### config.mk
export PLATFORM = sky130hd
export DESIGN_NAME = cam_capture_rgb444
export DESIGN_NICKNAME = d
export VERILOG_FILES = /design/src/rtl/cam_pkg.sv /design/src/rtl/cam_capture_rgb444.sv
export SDC_FILE = /design/constraint.sdc
export NUM_CORES = 1
export LEC_CHECK = 0
export BUFFER_PORTS_ARGS = -buffer_cell sky130_fd_sc_hd__buf_2
export CORE_ASPECT_RATIO = 1.1
export CORE_MARGIN = 1.5
export CORE_UTILIZATION = 45
export CTS_CLUSTER_DIAMETER = 100
export DETAILED_ROUTE_END_ITERATION = 12
export HOLD_SLACK_MARGIN = 0.12
export PLACE_DENSITY = 0.66
export SLEW_MARGIN = 20
export SYNTH_ARGS = -nofsm -noshare
export SYNTH_HDL_FRONTEND = slang
export SYNTH_SLANG_ARGS = --single-unit
export TNS_END_PERCENT = 100
### constraint.sdc
create_clock -name clk -period 2 [get_ports clk]
set_input_delay 0.1 -clock clk [delete_from_list [all_inputs] [get_ports clk]]
set_output_delay 0.1 -clock clk [all_outputs]
set_load 0.005 [all_outputs]
### src/rtl/cam_pkg.sv
// rtl/cam_pkg.sv - frame geometry, bus widths and capture FSM encoding
package cam_pkg;
  localparam int IMG_W     = 160;
  localparam int IMG_H     = 120;
  localparam int AW        = 15;
  localparam int DW        = 12;
  localparam int FRAME_PIX = IMG_W * IMG_H;
  localparam int CW        = $clog2(IMG_W + 1);
  localparam int RW        = $clog2(IMG_H + 1);

  typedef enum logic [1:0] {
    WAIT_FRAME = 2'd0,
    IDLE_LINE  = 2'd1,
    CAP_HI     = 2'd2,
    CAP_LO     = 2'd3
  } cap_state_e;
endpackage

### src/rtl/cam_capture_rgb444.sv
// rtl/cam_capture_rgb444.sv - OV7670 RGB444 byte-pair capture into a row-major frame buffer
module cam_capture_rgb444
  import cam_pkg::*;
(
  input  logic          clk,
  input  logic          rst,
  input  logic          CAM_vsync,
  input  logic          CAM_href,
  input  logic [7:0]    CAM_px_data,
  output logic          DP_RAM_regW,
  output logic [AW-1:0] DP_RAM_addr_in,
  output logic [DW-1:0] DP_RAM_data_in,
  output logic          frame_done,
  output logic          line_err
);
  localparam logic [CW-1:0] COL_END   = CW'(IMG_W);
  localparam logic [RW-1:0] ROW_END   = RW'(IMG_H);
  localparam logic [AW-1:0] LINE_STEP = AW'(IMG_W);
  localparam logic [AW-1:0] FRAME_END = AW'(FRAME_PIX);

  cap_state_e    state, state_d;
  logic          vsync_q;
  logic [3:0]    r_lat;
  logic [CW-1:0] col;
  logic [RW-1:0] row;
  logic [AW-1:0] line_base;
  logic          wr_pend;
  logic [AW-1:0] pend_addr;
  logic [DW-1:0] pend_data;
  logic          vs_rise, vs_fall, wr_ok;
  logic          take_r, take_px, line_end, err, frame_start, frame_end;

  assign vs_rise = CAM_vsync & ~vsync_q;
  assign vs_fall = ~CAM_vsync & vsync_q;
  // line_base tracks row*IMG_W, so this also blocks rows past the last one
  assign wr_ok   = (col < COL_END) && (line_base < FRAME_END);

  always_comb begin
    state_d     = state;
    take_r      = 1'b0;
    take_px     = 1'b0;
    line_end    = 1'b0;
    err         = 1'b0;
    frame_start = 1'b0;
    frame_end   = 1'b0;
    if (state == WAIT_FRAME) begin
      if (vs_fall) begin
        frame_start = 1'b1;
        state_d     = IDLE_LINE;
      end
    end else if (vs_rise) begin
      frame_end = 1'b1;
      state_d   = WAIT_FRAME;
    end else begin
      case (state)
        IDLE_LINE: if (CAM_href && !CAM_vsync) begin
          take_r  = 1'b1;
          state_d = CAP_LO;
        end
        CAP_HI: if (!CAM_href) begin
          line_end = 1'b1;
          state_d  = IDLE_LINE;
        end else begin
          take_r  = 1'b1;
          state_d = CAP_LO;
        end
        CAP_LO: if (!CAM_href) begin
          line_end = 1'b1;
          err      = 1'b1;
          state_d  = IDLE_LINE;
        end else begin
          take_px = 1'b1;
          state_d = CAP_HI;
        end
        default: state_d = WAIT_FRAME;
      endcase
    end
  end

  always_ff @(posedge clk or negedge rst) begin
    if (!rst) begin
      state          <= WAIT_FRAME;
      vsync_q        <= 1'b0;
      r_lat          <= '0;
      col            <= '0;
      row            <= '0;
      line_base      <= '0;
      wr_pend        <= 1'b0;
      pend_addr      <= '0;
      pend_data      <= '0;
      DP_RAM_regW    <= 1'b0;
      DP_RAM_addr_in <= '0;
      DP_RAM_data_in <= '0;
      frame_done     <= 1'b0;
      line_err       <= 1'b0;
    end else begin
      state       <= state_d;
      vsync_q     <= CAM_vsync;
      frame_done  <= frame_end && (row != '0);
      line_err    <= err;
      // staged write lands one edge later, independent of the FSM's fate
      DP_RAM_regW <= wr_pend;
      if (wr_pend) begin
        DP_RAM_addr_in <= pend_addr;
        DP_RAM_data_in <= pend_data;
      end
      wr_pend <= 1'b0;
      if (frame_start) begin
        row       <= '0;
        col       <= '0;
        line_base <= '0;
      end
      if (take_r) r_lat <= CAM_px_data[3:0];
      if (take_px && wr_ok) begin
        wr_pend   <= 1'b1;
        pend_addr <= line_base + AW'(col);
        pend_data <= {r_lat, CAM_px_data};
        col       <= col + CW'(1);
      end
      if (line_end) begin
        col <= '0;
        if (row < ROW_END) begin
          row       <= row + RW'(1);
          line_base <= line_base + LINE_STEP;
        end
      end
    end
  end
endmodule
==> results by group <==
Status
  • Status: complete, but fails checks
  • Violated checks: setup timing

Floorplanning
  • Die Wd: 97.8 um
  • Core area: 0.00949 mm2
  • Cell Rows: 37
  • Die area: 0.0105 mm2
  • Starting density of the core: 46.8%
  • Io pins: 42
  • Die Ht: 107 um

STA
  • Clock Skew: 0.0129 ns
  • Setup tns final: -0.00842 ns
  • Fin crit period: 2.01 ns
  • Final setup margin: -0.00842 ns
  • Max_slew headroom: 69.9%
  • Worst-margin pin slew: 0.451 ns
  • Final number of hold-violating endpoints: 0
  • RSZ-0062 raised after global routing: true
  • Max Fclk: 498 MHz
  • Min Hold Slack: 0.205 ns
  • Final setup viols: 1
  • Final period util: 100%
  • Final Max Tran Viols: 0

Global route
  • GRT Overall Usage: 18.7%
  • Total gr overflow: 0
  • Initial antenna violation count: 0
  • First-pass GRT wire length: 15.6 mm
  • Vias in the first global route: 3183
  • Largest net degree at the start of global routing: 57

Run
  • Max-cap violation count: 0

Placement
  • Setup WS pre-CTS: -0.0702 ns
  • Gpl congestion: 0.865
  • # port buffers: 41
  • Placed Area: 0.00510 mm2
  • Post-DP HPWL: 6.28 mm
  • Placed Instances: 595

Synth
  • Mean Syn Cell Area: 10.8 um2
  • Most frequent cell after synthesis: dfrtp_1
  • Post-synth EDFFs: 0
  • Yosys reg bits: 95
  • Most frequent cells after synthesis: 95 x dfrtp_1, 76 x nand2_1, 32 x mux2_2
  • Cells after Synth: 411
  • Synth Warn #: 0
  • Cell area after synthesis: 0.00444 mm2
  • Share of flip-flops with an asynchronous set or reset: 100%
  • Post-synth top flop: dfrtp_1
  • Yosys top cell area share: 53.5%
  • Sequential area share after synthesis: 53.5%
  • Synth unique cells: 57
  • Post-synth net total: 440
  • Leading post-synthesis cells by cell area: dfrtp_1 53%, mux2_2 8.1%, nand2_1 6.4%, ha_1 4.5%, o21ai_0 2.8%
  • Area leader, netlist: dfrtp_1

Clock network
  • TritonCTS clock tree: yes
  • Clock buffer depth: 2
  • Latest clock arrival within the worst-skew pair: 0.37 ns
  • Clock Sinks: 95
  • H-tree Lvls: 3
  • CTS Buf Count: 9
  • Clock root buffer master: clkbuf_8
  • Clk slew on worst S/H paths: 0.09 ns

Worst setup path
  • Data required time at the worst endpoint: 2.25 ns
  • Critical path class: reg2reg
  • Worst EP arrival: 2.25 ns
  • CP max-delay cell: dfrtp_1
  • Max incr delay on CP: 0.40 ns
  • Critical Path Source Type: flop
  • CP cell instances: ha_2 -> fa_2 -> a21o_1 -> a221oi_4 -> buf_6 -> a211oi_2 -> xnor2_1 -> o21ai_1
  • CP max FO: 4
  • Crit end category: flop

Power and ir drop
  • Max VDD drop: 0.530 mV
  • PD cells: 1070 mW/mm2
  • Int Pwr: 4.00 mW
  • Combinational Power Share: 33.5%
  • NetSw: 1.95 mW
  • Clock share of power: 21.8%
  • Total Power: 5.95 mW
  • Sequential power share: 44.7%
  • LEAKAGE: 2.73 nW
  • Sw frac: 32.7%

Final layout
  • Area Growth Syn to Fin: 25.4%
  • Final core utilization: 58.7%
  • # fillers: 756
  • Diode count: 0
  • Share of cells above drive strength 1: 33.2%
  • Nets@finish: 533
  • Final Instance Count excl. Fillers: 626
  • Final Cell Area: 0.00557 mm2

Routing
  • Vias/cell: 5.27
  • Wire per inst: 14.4 um
  • DRC: 0
  • Routed Antenna Nets: 0
  • WL final: 9.02 mm
  • Via count: 3300
  • First DRT Iteration DRCs: 143
  • Drt pass-1 iters: 4

Min path
  • Hold Path Class: in2async
==> worst max-delay path, delay by kind of cell, from the launching register on <==
| family | cells | cell delay, ns |
|---|---|---|
| AO/OA/AOI/OAI | 4 | 0.61 |
| XOR/XNOR | 1 | 0.18 |
| adder cells (fa/ha/maj) | 2 | 0.55 |
| buffers and inverters | 1 | 0.16 |
| flip-flops | 1 | 0.40 |
==> final cells by class <==
class                      instances  area (um2)  area share [%]
clock buffer                      10         128            2.29
clock inverter                     6        75.1            1.35
inverter                           7        28.8           0.517
multi-input combinational        288        2090            37.5
sequential                        95        2380            42.7
tap                              117         146            2.63
timing repair buffer             103         724            13.0
==> kinds of logic after synthesis <==
family,count (synthesis),share of synthesized area (%)
flip-flops,95,53.5
AO/OA/AOI/OAI,74,10.5
multiplexers,39,9.71
buffers and inverters,28,2.90
adder cells (fa/ha/maj),17,4.95
XOR/XNOR,16,3.15
AND/OR/NAND/NOR,142,15.3
==> power by group through the flow <==
| stage | clock (mW) | combinational, mW | sequential [mW] |
|---|---|---|---|
| 2_1_floorplan | 0 | 1.12 | 2.68 |
| 3_3_place_gp | 0 | 1.79 | 2.67 |
| 3_5_place_dp | 0 | 1.84 | 2.69 |
| 4_1_cts | 1.35 | 1.89 | 2.66 |
| 5_1_grt | 1.42 | 2.24 | 2.72 |
| 6_report | 1.30 | 2.00 | 2.66 |
==> state kept, by name (all words and copies together) (netlist names), 4 cells and up <==
signal          flops
DP_RAM_addr_in     15
line_base          15
pend_addr          15
DP_RAM_data_in     12
pend_data          12
col                 8
row                 7
r_lat               4
==> layer usage <==
layer	wire length, um	vias to the layer above	GRT usage, %
met4	177	0	8.88
met1	4280	1591	25.0
met5	0	-	0
met2	4300	66	29.4
met3	268	13	3.72
li1	-	1630	-
==> cell usage in the layout, fill, tap and decap left out, drive strengths merged, types with 2 or more instances in the layout <==
| cell type | count |
|---|---|
| and2b | 2 |
| xnor2 | 5 |
| and3 | 5 |
| clkbuf | 10 |
| mux2 | 33 |
| xor2 | 11 |
| mux2i | 6 |
| a221oi | 2 |
| or2 | 2 |
| nor2 | 15 |
| nand2b | 2 |
| buf | 92 |
| dfrtp | 95 |
| dlygate4sd3 | 11 |
| a21o | 3 |
| or4 | 2 |
| and2 | 6 |
| o31ai | 5 |
| a21oi | 16 |
| o21a | 2 |
| nand4 | 7 |
| a211oi | 3 |
| ha | 16 |
| nor3 | 7 |
| o21ai | 26 |
| or3 | 2 |
| inv | 11 |
| nor4 | 3 |
| o211ai | 5 |
| nand3 | 8 |
| nand2 | 76 |
==> final timing paths <==
kind / startpoint / end / slack, ns / depth (start not counted)
setup reg to reg: col[0]$_DFFE_PN0P_ / pend_addr[10]$_DFFE_PN0N_ / -0.008 / 8
hold reg to reg: r_lat[3]$_DFFE_PN0P_ / pend_data[11]$_DFFE_PN0N_ / 0.47 / 2
min in group clk: CAM_px_data[5] / pend_data[5]$_DFFE_PN0N_ / 0.45 / 4
max in group asynchronous: rst / line_base[14]$_DFF_PN0_ / 1.15 / 3
setup / recovery: col[0]$_DFFE_PN0P_ / pend_addr[10]$_DFFE_PN0N_ / -0.008 / 8
hold / removal: rst / DP_RAM_data_in[10]$_DFFE_PN0P_ / 0.21 / 2
==> repair_timing <==
item	CTS	global route
resized for setup	9	18
pin swaps	6	9
hold endpoints to repair	110	0
hold buffers	11	0
buffers inserted	1	5
endpoints found under the setup margin	11	17
(Power assumes the default switching activity.)
